File: config.mk
export PLATFORM = sky130hd
export DESIGN_NAME = soc_system_nios2_reset_seq_flat
export DESIGN_NICKNAME = d
export VERILOG_FILES = /design/src/rtl/soc_system_nios2_reset_seq_pkg.sv /design/src/rtl/soc_system_nios2_reset_seq_if.sv /design/src/rtl/soc_system_sync2.sv /design/src/rtl/soc_system_nios2_reset_seq.sv /design/src/flat_wrapper.sv
export SDC_FILE = /design/constraint.sdc
export NUM_CORES = 1
export LEC_CHECK = 0
export ABC_AREA = 1
export BUFFER_PORTS_ARGS = -buffer_cell sky130_fd_sc_hd__buf_2
export CORE_ASPECT_RATIO = 0.75
export CORE_UTILIZATION = 30
export CTS_CLUSTER_DIAMETER = 60
export DETAILED_ROUTE_END_ITERATION = 8
export PLACE_DENSITY_LB_ADDON = 0.05
export SETUP_SLACK_MARGIN = 0.02
export SLEW_MARGIN = 20
export SYNTH_ARGS = -nofsm -noshare
export SYNTH_HDL_FRONTEND = slang
export SYNTH_HIERARCHICAL = 1
export SYNTH_SLANG_ARGS = --single-unit
File: constraint.sdc
create_clock -name clk -period 1.8 [get_ports clk]
set_input_delay 0.09 -clock clk [delete_from_list [all_inputs] [get_ports clk]]
set_output_delay 0.09 -clock clk [all_outputs]
set_load 0.005 [all_outputs]
File: src/rtl/soc_system_nios2_reset_seq_pkg.sv
`default_nettype none
// ==========================================================================
// soc_system_nios2_reset_seq_pkg -- shared encodings for the Nios II reset sequencer
// Rev 1.0
// ==========================================================================
package soc_system_nios2_reset_seq_pkg;

   typedef enum logic [2:0] {
      ST_IDLE       = 3'd0,
      ST_WAIT_TAKEN = 3'd1,
      ST_HOLD       = 3'd2,
      ST_RELEASE    = 3'd3,
      ST_FAULT      = 3'd4
   } state_e;

   localparam logic [1:0] C_ADDR_CTRL    = 2'd0;
   localparam logic [1:0] C_ADDR_STATUS  = 2'd1;
   localparam logic [1:0] C_ADDR_TIMEOUT = 2'd2;
   localparam logic [1:0] C_ADDR_EVENT   = 2'd3;

   localparam int C_CTRL_START = 0;
   localparam int C_CTRL_HOLD  = 1;

   localparam int C_EV_DONE    = 0;
   localparam int C_EV_TIMEOUT = 1;
   localparam int C_EV_TAKEN   = 2;

   // STATUS layout: [4] synced resettaken, [3] busy, [2:0] state code
   function automatic logic [4:0] status_word(input state_e s, input logic synced);
      return {synced, (s != ST_IDLE), s};
   endfunction

endpackage
`default_nettype wire

File: src/rtl/soc_system_nios2_reset_seq_if.sv
`default_nettype none
// ==========================================================================
// soc_system_nios2_reset_seq_if -- Avalon-MM slave port plus interrupt line
// Rev 1.0
// ==========================================================================
interface soc_system_nios2_reset_seq_if;

   logic [1:0]  address;
   logic        chipselect;
   logic        write_n;
   logic [31:0] writedata;
   logic [31:0] readdata;
   logic        irq;

   modport master (
      output address,
      output chipselect,
      output write_n,
      output writedata,
      input  readdata,
      input  irq
   );

   modport slave (
      input  address,
      input  chipselect,
      input  write_n,
      input  writedata,
      output readdata,
      output irq
   );

endinterface
`default_nettype wire

File: src/rtl/soc_system_sync2.sv
`default_nettype none
// ==========================================================================
// soc_system_sync2 -- generic two-flop synchronizer, clears to 0 on reset
// Rev 1.0
// ==========================================================================
module soc_system_sync2 #(
   parameter int WIDTH = 1
) (
   input  logic             clk,
   input  logic             rst_n,
   input  logic [WIDTH-1:0] d_i,
   output logic [WIDTH-1:0] q_o
);

   logic [WIDTH-1:0] meta_q;
   logic [WIDTH-1:0] sync_q;

   always_ff @(posedge clk or negedge rst_n) begin
      if (!rst_n) begin
         meta_q <= '0;
         sync_q <= '0;
      end else begin
         meta_q <= d_i;
         sync_q <= meta_q;
      end
   end

   assign q_o = sync_q;

endmodule
`default_nettype wire

File: src/rtl/soc_system_nios2_reset_seq.sv
`default_nettype none
// ==========================================================================
// soc_system_nios2_reset_seq -- Nios II reset sequencer, Avalon-MM CSRs, maskable IRQ
// Rev 1.0
// ==========================================================================
module soc_system_nios2_reset_seq
   import soc_system_nios2_reset_seq_pkg::*;
#(
   parameter int                   TIMEOUT_W   = 16,
   parameter int                   HOLD_CYCLES = 16,
   parameter logic [TIMEOUT_W-1:0] TIMEOUT_RST = 16'hFFFF
) (
   input  logic                          clk,
   input  logic                          reset_n,
   soc_system_nios2_reset_seq_if.slave   bus,
   input  logic                          resettaken,
   output logic                          cpu_resetrequest
);

   localparam int HOLD_W = $clog2(HOLD_CYCLES + 1);
   localparam int CNT_W  = (TIMEOUT_W > HOLD_W) ? TIMEOUT_W : HOLD_W;
   localparam logic [CNT_W-1:0] C_HOLD_LOAD = CNT_W'(HOLD_CYCLES - 1);
   localparam logic [CNT_W-1:0] C_CNT_ONE   = CNT_W'(1);

   // FSM state
   state_e             state_q;
   logic [CNT_W-1:0]   cnt_q;
   logic               to_en_q;
   logic               req_q;

   // CSR state
   logic               hold_q;
   logic               start_q;
   logic [TIMEOUT_W-1:0] timeout_q;
   logic [2:0]         event_q;
   logic [2:0]         mask_q;
   logic [31:0]        readdata_q;
   logic               synced_d_q;

   // Combinational helpers
   logic               synced;
   logic               wr;
   logic               wr_ctrl;
   logic               wr_timeout;
   logic               wr_event;
   logic               expired;
   logic               taken_rise;
   logic               done_set;
   logic               timeout_set;
   logic               fault_clear;
   logic [2:0]         event_clr;
   logic [2:0]         event_set;
   logic [2:0]         event_d;
   logic [31:0]        readdata_d;
   logic               unused_ok;

   soc_system_sync2 #(
      .WIDTH (1)
   ) u_sync_taken (
      .clk   (clk),
      .rst_n (reset_n),
      .d_i   (resettaken),
      .q_o   (synced)
   );

   assign wr         = bus.chipselect && !bus.write_n;
   assign wr_ctrl    = wr && (bus.address == C_ADDR_CTRL);
   assign wr_timeout = wr && (bus.address == C_ADDR_TIMEOUT);
   assign wr_event   = wr && (bus.address == C_ADDR_EVENT);

   // Expiry only counts when the value snapshotted at the last load was non-zero.
   assign expired     = to_en_q && (cnt_q == '0);
   assign taken_rise  = synced && !synced_d_q;
   assign done_set    = (state_q == ST_RELEASE) && !synced;
   assign timeout_set = expired && (((state_q == ST_WAIT_TAKEN) && !synced) ||
                                    ((state_q == ST_RELEASE)    &&  synced));

   assign event_clr   = wr_event ? bus.writedata[2:0] : 3'b000;
   assign fault_clear = event_clr[C_EV_TIMEOUT];

   always_comb begin
      event_set               = 3'b000;
      event_set[C_EV_DONE]    = done_set;
      event_set[C_EV_TIMEOUT] = timeout_set;
      event_set[C_EV_TAKEN]   = taken_rise;
   end

   // A bit being set in the same cycle as its W1C stays set.
   assign event_d = (event_q & ~event_clr) | event_set;

   always_ff @(posedge clk or negedge reset_n) begin
      if (!reset_n) begin
         state_q <= ST_IDLE;
         cnt_q   <= '0;
         to_en_q <= 1'b0;
         req_q   <= 1'b0;
      end else begin
         unique case (state_q)
            ST_IDLE: begin
               if (start_q) begin
                  state_q <= ST_WAIT_TAKEN;
                  cnt_q   <= CNT_W'(timeout_q);
                  to_en_q <= (timeout_q != '0);
                  req_q   <= 1'b1;
               end
            end
            ST_WAIT_TAKEN: begin
               if (synced) begin
                  state_q <= ST_HOLD;
                  cnt_q   <= C_HOLD_LOAD;
               end else if (expired) begin
                  state_q <= ST_FAULT;
                  req_q   <= 1'b0;
               end else if (to_en_q) begin
                  cnt_q   <= cnt_q - C_CNT_ONE;
               end
            end
            ST_HOLD: begin
               if (cnt_q != '0) begin
                  cnt_q   <= cnt_q - C_CNT_ONE;
               end else if (!hold_q) begin
                  state_q <= ST_RELEASE;
                  cnt_q   <= CNT_W'(timeout_q);
                  to_en_q <= (timeout_q != '0);
                  req_q   <= 1'b0;
               end
            end
            ST_RELEASE: begin
               if (!synced) begin
                  state_q <= ST_IDLE;
               end else if (expired) begin
                  state_q <= ST_FAULT;
               end else if (to_en_q) begin
                  cnt_q   <= cnt_q - C_CNT_ONE;
               end
            end
            ST_FAULT: begin
               if (fault_clear) begin
                  state_q <= ST_IDLE;
               end
            end
            default: begin
               state_q <= ST_IDLE;
               req_q   <= 1'b0;
            end
         endcase
      end
   end

   always_comb begin
      readdata_d = '0;
      case (bus.address)
         C_ADDR_CTRL:    readdata_d[C_CTRL_HOLD]     = hold_q;
         C_ADDR_STATUS:  readdata_d[4:0]             = status_word(state_q, synced);
         C_ADDR_TIMEOUT: readdata_d[TIMEOUT_W-1:0]   = timeout_q;
         default:        readdata_d[2:0]             = event_q;
      endcase
   end

   // START is captured only from IDLE so a request during a sequence or FAULT is dropped.
   always_ff @(posedge clk or negedge reset_n) begin
      if (!reset_n) begin
         hold_q     <= 1'b0;
         start_q    <= 1'b0;
         timeout_q  <= TIMEOUT_RST;
         event_q    <= 3'b000;
         mask_q     <= 3'b000;
         readdata_q <= '0;
         synced_d_q <= 1'b0;
      end else begin
         start_q    <= wr_ctrl && bus.writedata[C_CTRL_START] && (state_q == ST_IDLE);
         if (wr_ctrl) begin
            hold_q <= bus.writedata[C_CTRL_HOLD];
         end
         if (wr_timeout) begin
            timeout_q <= bus.writedata[TIMEOUT_W-1:0];
         end
         if (wr_event) begin
            mask_q <= bus.writedata[10:8];
         end
         event_q    <= event_d;
         readdata_q <= readdata_d;
         synced_d_q <= synced;
      end
   end

   assign bus.readdata     = readdata_q;
   assign bus.irq          = |(event_q & mask_q);
   assign cpu_resetrequest = req_q;

   assign unused_ok = &{1'b0, bus.writedata};

endmodule
`default_nettype wire

File: src/flat_wrapper.sv
// flat-port wrapper written by rule: the top's interface ports become plain ports
module soc_system_nios2_reset_seq_flat import soc_system_nios2_reset_seq_pkg::*;
#(
   parameter int                   TIMEOUT_W   = 16,
   parameter int                   HOLD_CYCLES = 16,
   parameter logic [TIMEOUT_W-1:0] TIMEOUT_RST = 16'hFFFF
)
  (clk, reset_n, resettaken, cpu_resetrequest, bus_address, bus_chipselect, bus_write_n, bus_writedata, bus_readdata, bus_irq);
  soc_system_nios2_reset_seq_if bus_i ();
  input  logic clk;
  input  logic reset_n;
  input  logic resettaken;
  output logic cpu_resetrequest;
  input wire logic [$bits(bus_i.address)-1:0] bus_address;
  input wire logic [$bits(bus_i.chipselect)-1:0] bus_chipselect;
  input wire logic [$bits(bus_i.write_n)-1:0] bus_write_n;
  input wire logic [$bits(bus_i.writedata)-1:0] bus_writedata;
  output wire logic [$bits(bus_i.readdata)-1:0] bus_readdata;
  output wire logic [$bits(bus_i.irq)-1:0] bus_irq;
  assign bus_i.address = bus_address;
  assign bus_i.chipselect = bus_chipselect;
  assign bus_i.write_n = bus_write_n;
  assign bus_i.writedata = bus_writedata;
  assign bus_readdata = bus_i.readdata;
  assign bus_irq = bus_i.irq;
  soc_system_nios2_reset_seq #(.TIMEOUT_W(TIMEOUT_W), .HOLD_CYCLES(HOLD_CYCLES), .TIMEOUT_RST(TIMEOUT_RST)) u_core (.clk(clk), .reset_n(reset_n), .bus(bus_i), .resettaken(resettaken), .cpu_resetrequest(cpu_resetrequest));
endmodule
==> parameters.txt, run 1 <==
Parameter                              Value

Placement
  Half-perimeter wire length after detailed placement    about 8000 um
  Post-DP Area    around 4200 um^2
  Port buffer count    40
  Routability congestion estimate from global placement    between 0.8 and 0.9

Clocking
  Clock transition at the registers of the reported paths    about 0.06 ns
  Clock insertion delay at the later pin of the skew report    0.33 ns
  Clock Path Buffers    2
  CTS buffer count    9
  CTS H-tree depth    3
  CTS sink count    64
  Clock Root Buffer    sky130_fd_sc_hd__clkbuf_16
  CTS tree    done

Cells and area
  Core utilization of the finished layout    0.433
  Share of final-layout standard cells stronger than drive strength 1    0.368
  Synth-to-layout area growth    40.5%
  Number of filler cells placed in the layout    approximately 1,200
  Net total in the final layout    around 630
  Area of the multi-input gates    about 1900 um^2
  Combined flip-flop and latch cell area    ~1600 um^2
  Cell area after layout    between 5000 and 6000 um^2
  Antenna diodes    0

Pwr
  Worst supply voltage drop on vdd    727 uV
  Cell leakage power    roughly 0.0025 uW
  Total power per unit cell area    approximately 1600 nW/um^2

Floorplan
  Count of pins on the block boundary    between 70 and 80
  Effective utilization at floorplan    0.309
  Area of the core    about 12,000 um^2
  Die Ht    roughly 97 um
  X dimension of the die    ~130 um
  Die footprint    between 10,000 and 15,000 um^2
  Placement row count    34

Global route
  Total global routing overflow    0
  Pin count of the biggest net entering global routing    65
  Number of antenna violations at the first check in global routing    0
  Aggregate global-route resource usage    0.184
  Global-route wire length before repair    ~17,000 um
  Number of global-route vias before repair    around 3,200

Worst setup path
  Count of buffering cells on the critical path with inverters included    1
  Worst-path cell with the longest stage delay    sky130_fd_sc_hd__dfrtp_2
  Worst endpoint data arrival time    between 1.5 and 2 ns
  Launching element type of the critical path    flip-flop
  Cell family with most CP delay    simple AND/OR/NAND/NOR gates
  Top fanout value on the critical path    5
  Slack of the worst reg-to-reg path    about 0.084 ns
  Worst Setup End Kind    flip-flop
  Delay of the slowest cell on the worst path    ~0.46 ns
  Beginning of the worst register-to-register path    u_core/cnt_q[7]
  R2R cell count    11
  Worst setup path class    flip-flop to flip-flop
  Crit path required time    a little over 2 ns
  Series of cell instances along the critical path    nor2_4 -> nand2_2 -> nor2_4 -> nand3_4 -> buf_6 -> nand2_8 -> nand2_2 -> nand3_1 -> nand3_1 -> nand3_2 -> nand2_1
  Reg-to-Reg End    u_core/cnt_q[7]

Synthesis
  Register bit count reported by yosys    between 60 and 70
  Combined area of all synthesized cells    roughly 3600 um^2
  Number of warning messages in the yosys log    6
  Dominant synthesized flop cell    sky130_fd_sc_hd__dfrtp_1
  Cell types occupying the most area after synthesis    sky130_fd_sc_hd__dfrtp_1 (33%), sky130_fd_sc_hd__nand2_1 (14%), sky130_fd_sc_hd__dfstp_2 (12%)
  Most numerous cell types in the synthesized netlist    sky130_fd_sc_hd__nand2_1 (134), sky130_fd_sc_hd__inv_1 (57), sky130_fd_sc_hd__nor2_1 (53)
  Most common cell in the synthesized netlist    sky130_fd_sc_hd__nand2_1
  Number of enable flip-flop cells after synthesis    0
  Avg Synthesized Cell Area    around 7.6 um^2
  Synth area leader    sky130_fd_sc_hd__dfrtp_1
  Number of standard cells after synthesis    474
  Fraction of post-synthesis cell area in the top cell type by area    0.334
  Portion of the post-synthesis area used by sequential elements    0.451
  Post-synthesis async set-or-reset flop share    1.00
  Distinct cell type count after synthesis    29

Detailed routing
  Remaining routing DRC violations    0
  Total wire length after detailed routing    approximately 11,000 um
  Via-to-Cell Ratio    between 4 and 5
  Routed wirelength normalized by instance count    ~15 um
  Antenna-violating nets left    0
  Drt first-iter violations    ~170
  Total vias in the final route    approximately 3,300
  Top routing layer used    met4
  Count of TritonRoute iterations in the first routing pass    5
  Metal-1 WL    around 5800 um
  Routed wire length on met3    495 um
  Wire length on met2    4550 um

STA
  Number of slew-limit violations in the final report    0
  Clock skew    between 0.004 and 0.005 ns
  Post-route worst hold slack    about 0.0055 ns
  Finish-stage setup viols    0
  RSZ-0062 raised after global routing    yes
  Count of endpoints failing hold in the final timing report    0
  Share of the clock period used by the worst path    0.953
  Peak Freq    a little under 600 MHz
  Min cycle time layout    approximately 1.7 ns

Worst hold path
  Endpoint with the worst hold slack    u_core/timeout_q[9]
  Worst hold path cell count    3
  Hold wc startpoint    bus_writedata[9]
  Hold WC Path Type    primary input to flip-flop

Run status
  Status    complete, no violations

Flow run
  Max-cap violations    0
placed cells by master (no fill, tap or decap), types with 4 or more instances in the layout:
cell,Yosys,routed
sky130_fd_sc_hd__clkbuf_16,0,9
sky130_fd_sc_hd__nor2_1,53,35
sky130_fd_sc_hd__nand2_2,5,18
sky130_fd_sc_hd__conb_1,1,16
sky130_fd_sc_hd__ha_1,7,5
sky130_fd_sc_hd__nor2_4,1,12
sky130_fd_sc_hd__nand2_1,134,116
sky130_fd_sc_hd__mux2_2,6,6
sky130_fd_sc_hd__buf_4,18,52
sky130_fd_sc_hd__nand3_1,27,24
sky130_fd_sc_hd__o21ai_1,8,9
sky130_fd_sc_hd__xor2_1,8,8
sky130_fd_sc_hd__dfstp_2,16,16
sky130_fd_sc_hd__nor4_1,4,4
sky130_fd_sc_hd__nor2_2,6,13
sky130_fd_sc_hd__buf_2,0,40
sky130_fd_sc_hd__dfrtp_2,0,8
sky130_fd_sc_hd__buf_6,1,5
sky130_fd_sc_hd__inv_2,4,8
sky130_fd_sc_hd__a21oi_1,25,23
sky130_fd_sc_hd__dfrtp_1,48,40
sky130_fd_sc_hd__o21ai_0,20,19
sky130_fd_sc_hd__nand4_1,6,6
sky130_fd_sc_hd__inv_1,57,52
sky130_fd_sc_hd__dlygate4sd3_1,0,9
sky130_fd_sc_hd__a21oi_2,2,4
sky130_fd_sc_hd__nand2_4,0,5
through the flow:
| stage | total power, uW | setup slack [ns] | instances | TNS, ns |
|---|---|---|---|---|
| detailed placement | 5670 | -0.0395 | 711 | -0.155 |
| global placement | 5670 | -0.0133 | 711 | -0.0202 |
| finish | 8170 | 0.0843 | 754 | 0 |
| CTS | 7480 | 0.0262 | 736 | 0 |
| floorplan | 4240 | 0.204 | 489 | 0 |
| global route | 8810 | -0.0179 | 754 | -0.0226 |
worst max-delay path by stage:
stage / start / slack [ns] / endpoint / cells past startpoint
4_1_cts: u_core/cnt_q[5] / 0.03 / u_core/cnt_q[7] / 10
2_1_floorplan: u_core/cnt_q[0] / 0.20 / u_core/cnt_q[7] / 10
3_3_place_gp: u_core/cnt_q[12] / -0.01 / u_core/cpu_resetrequest / 9
3_5_place_dp: u_core/cnt_q[12] / -0.04 / u_core/cpu_resetrequest / 9
6_report: u_core/cnt_q[7] / 0.08 / u_core/cnt_q[7] / 11
5_1_grt: u_core/cnt_q[7] / -0.02 / u_core/cnt_q[0] / 11
flip-flops by register name, indices dropped and copies added, names as in the netlist:
name,count
u_core/start_q,1
u_core/to_en_q,1
u_core/u_sync_taken/meta_q,1
u_core/timeout_q,16
u_core/state_q,3
u_core/synced_d_q,1
u_core/hold_q,1
u_core/bus.readdata,16
u_core/cpu_resetrequest,1
u_core/mask_q,3
u_core/event_q,3
u_core/cnt_q,16
u_core/u_sync_taken/q_o,1
tightest hold or removal path, delay by kind of cell:
family	cells	cell delay (ns)
AOI/OAI and AO/OA	1	0.08
buffers and inverters	2	0.16
what timing repair did:
action | in CTS | in global routing
gates cloned | 0 | 1
setup buffers | 0 | 17
pin swaps | 1 | 22
hold buffers | 9 | 0
endpoints found under the hold margin | 56 | 0
endpoints found under the setup margin | 16 | 20
resized for setup | 11 | 81
routing by layer:
| metal | up-vias | global-route usage |
|---|---|---|
| met1 | 1521 | 0.279 |
| met3 | 13 | 0.0437 |
| met2 | 91 | 0.255 |
| li1 | 1701 | - |
| met4 | 0 | 0.0534 |
| met5 | - | 0 |
final cells by class:
| cell class | instances | area share |
|---|---|---|
| tap | 162 | 0.0401 |
| sequential | 64 | 0.323 |
| timing repair buffer | 109 | 0.157 |
| clock inverter | 6 | 0.00842 |
| clock buffer | 10 | 0.0473 |
| inverter | 61 | 0.0458 |
| multi-input combinational | 342 | 0.378 |
kinds of logic (layout without fill, tap and decap cells):
| group | Yosys count | count (layout) | share of synthesized area |
|---|---|---|---|
| AO/OA/AOI/OAI | 61 | 61 | 0.0905 |
| adder cells (fa/ha/maj) | 7 | 7 | 0.0244 |
| multiplexers | 6 | 6 | 0.0188 |
| other | 1 | 16 | 0.00104 |
| buffers and inverters | 84 | 186 | 0.109 |
| XOR/XNOR | 8 | 8 | 0.0195 |
| AND/OR/NAND/NOR | 243 | 244 | 0.286 |
| flip-flops | 64 | 64 | 0.451 |
power by group:
part	total [uW]	internal [uW]	switching, uW
logic	4180	1800	2370
registers	2370	1880	482
clock network	1630	970	656
total	8170	4660	3510
No activity file was read; power rests on OpenSTA's default activity.
==> run 2, diff against run 1 <==
- GPL_TIMING_DRIVEN: unset -> 0
==> run 2 against run 1 <==
Net effect: worst setup slack got worse by 0.078 ns; fmax decreased by 4.3%; routed wire length decreased by 1.8%; global-route usage decreased by 0.23 points; clock skew about the same; final cell count decreased by 1.5%; clock power increased by 28%; largest cell class unchanged; highest routed layer unchanged.
==> parameters.txt, run 2 (synthesis results as in run 1) <==
Parameter                              Value

Worst setup path
  Worst Setup End Kind    flip-flop
  Worst setup path class    flip-flop to flip-flop
  Series of cell instances along the critical path    nor2_1 -> nand2_2 -> nor2_2 -> nand4_1 -> nand2_2 -> buf_6 -> buf_4 -> a21oi_1 -> a31oi_1
  Launching element type of the critical path    flip-flop
  Cell seen most often among critical-path stages    sky130_fd_sc_hd__nand2_2
  Slack of the worst reg-to-reg path    0.006 ns (-0.08 ns)
  Delay of the slowest cell on the worst path    0.44 ns (-0.02 ns)
  Top fanout value on the critical path    5 (unchanged)
  Crit path required time    2.06 ns (+0.04 ns)
  Worst-path cell with the longest stage delay    sky130_fd_sc_hd__dfrtp_2
  Worst endpoint data arrival time    2.05 ns (+0.12 ns)

Flow run
  Max-cap violations    0 (unchanged)

Cells and area
  Area of the multi-input gates    1850 um^2 (-3.4%)
  Number of filler cells placed in the layout    1,231 (+1.4%)
  Antenna diodes    0 (unchanged)
  Synth-to-layout area growth    38.0%
  Combined flip-flop and latch cell area    1630 um^2 (unchanged)
  Non-filler instance count after layout    743 (-1.5%)
  Share of final-layout standard cells stronger than drive strength 1    0.312 (-0.0567)
  Leading cell type in the layout, fill and taps excluded    sky130_fd_sc_hd__nand2_1
  Most frequent cells in the layout    sky130_fd_sc_hd__nand2_1 (119), sky130_fd_sc_hd__inv_1 (55), sky130_fd_sc_hd__nor2_1 (42), sky130_fd_sc_hd__dfrtp_1 (40), sky130_fd_sc_hd__buf_2 (39)
  Net total in the final layout    622 (-1.7%)
  Core utilization of the finished layout    0.426 (-0.00751)
  Cell area after layout    4960 um^2 (-1.7%)

Floorplan
  Die Ht    96.8 um (unchanged)
  Placement row count    34 (unchanged)
  Count of pins on the block boundary    73 (unchanged)
  Effective utilization at floorplan    0.309 (unchanged)
  Die footprint    12,400 um^2 (unchanged)
  Area of the core    11,700 um^2 (unchanged)
  X dimension of the die    128 um (unchanged)

Global route
  Pin count of the biggest net entering global routing    39 (-40%)
  Aggregate global-route resource usage    0.182 (-0.00233)
  Number of antenna violations at the first check in global routing    0 (unchanged)
  Total global routing overflow    0 (unchanged)
  Global-route wire length before repair    17,000 um (-1.6%)
  Number of global-route vias before repair    3,156 (-0.69%)

Pwr
  Switching portion of total power    0.423 (-0.00679)
  Power spent charging and discharging nets    3420 uW (-2.5%)
  Cell leakage power    0.00251 uW (-1.3%)
  Part of the total power dissipated in sequential elements    0.294 (+0.004)
  Internal power    4670 uW (+0.29%)
  Total power per unit cell area    1630 nW/um^2 (+0.86%)
  Clk pwr share    0.259 (+0.060)
  Proportion of power drawn by combinational gates    0.447 (-0.064)
  Worst supply voltage drop on vdd    663 uV (-8.9%)

STA
  Count of endpoints failing hold in the final timing report    0 (unchanged)
  Share of the clock period used by the worst path    0.996 (+0.0433)
  RSZ-0062 raised after global routing    yes
  Number of slew-limit violations in the final report    0 (unchanged)
  Finish-stage setup viols    0 (unchanged)
  Peak Freq    558 MHz (-4.3%)
  Min cycle time layout    1.79 ns (+0.0779 ns)
  Clock skew    0.00492 ns (+0.0000177 ns)

Placement
  Post-DP Area    4080 um^2 (-3.9%)
  Count of placed standard cells including taps    692 (-2.7%)
  Half-perimeter wire length after detailed placement    7880 um (-1.6%)
  Port buffer count    40 (unchanged)
  Routability congestion estimate from global placement    0.831 (-4.7%)

Clocking
  Clock insertion delay at the later pin of the skew report    0.34 ns (about the same)
  CTS H-tree depth    3 (unchanged)
  Clock Path Buffers    2 (unchanged)
  CTS tree    done
  CTS sink count    64 (unchanged)
  Clock transition at the registers of the reported paths    0.06 ns (about the same)
  CTS buffer count    9 (unchanged)
  Clock Root Buffer    sky130_fd_sc_hd__clkbuf_16

Run status
  Status    complete, no violations

Detailed routing
  Total vias in the final route    3,330 (+0.12%)
  Count of TritonRoute iterations in the first routing pass    5 (unchanged)
  Via-to-Cell Ratio    4.48 (+1.6%)
  Drt first-iter violations    225 (+33%)
  Remaining routing DRC violations    0 (unchanged)
  Routed wirelength normalized by instance count    14.6 um (-0.31%)
  Antenna-violating nets left    0 (unchanged)
  Total wire length after detailed routing    10,800 um (-1.8%)

Worst hold path
  Hold WC Path Type    primary input to flip-flop
## run 2: path summary, 6_finish.rpt
kind / start / end / depth (start not counted)
max: u_core/cnt_q[7] / u_core/cnt_q[10] / 9
min: bus_writedata[1] / u_core/timeout_q[1] / 3
max reg2reg: u_core/cnt_q[7] / u_core/cnt_q[10] / 9
min reg2reg: u_core/u_sync_taken/meta_q / u_core/u_sync_taken/q_o / 0
max in group asynchronous: reset_n / u_core/timeout_q[2] / 3
min in group asynchronous: reset_n / u_core/bus.readdata[10] / 2
## run 2: power by group through the flow
stage          clock (uW)  combinational (uW)  sequential [uW]
2_1_floorplan           0                2070             2180
3_3_place_gp            0                2820             2330
3_5_place_dp            0                2820             2320
4_1_cts              2140                3080             2330
5_1_grt              2200                4030             2440
6_report             2090                3620             2380
## run 2: metrics by stage
stage	setup TNS (ns)	total power [uW]	setup slack (ns)	hold slack [ns]
6_report	0	8090	0.00648	0.0184
3_3_place_gp	-2.90	5150	-0.201	0.201
5_1_grt	-0.963	8670	-0.118	0.0505
3_5_place_dp	-3.23	5150	-0.194	0.0356
4_1_cts	0	7550	0.0167	0.0153
2_1_floorplan	0	4240	0.204	-0.206
## run 2: final cells by class
type / count / share of cell area
Multi-Input combinational cell: 341 / 0.372
Sequential cell: 64 / 0.329
Timing Repair Buffer: 76 / 0.107
Inverter: 61 / 0.0471
Clock buffer: 9 / 0.0454
Tap cell: 162 / 0.0408
Buffer: 23 / 0.0333
Clock inverter: 7 / 0.0252
## run 2: what timing repair did
item | CTS | global route
setup endpoints to repair | 18 | 18
endpoints found under the hold margin | 41 | 0
resized for setup | 20 | 53
pin swaps | 3 | 25
setup buffers | 4 | 13
cloned | 0 | 2
hold buffers | 16 | 0
## run 2: per-layer routing
layer	global-route usage	part of all wire
met5	0	0
met4	0.0624	0.012
met2	0.245	0.40
met3	0.0431	0.056
met1	0.277	0.53
## run 2: worst max-delay path: cells and delay by family, from the launching register on
kind / cells / cell delay, ns
buffers and inverters: 2 / 0.26
AO/OA/AOI/OAI: 2 / 0.18
flip-flops: 1 / 0.44
AND/OR/NAND/NOR: 5 / 0.83
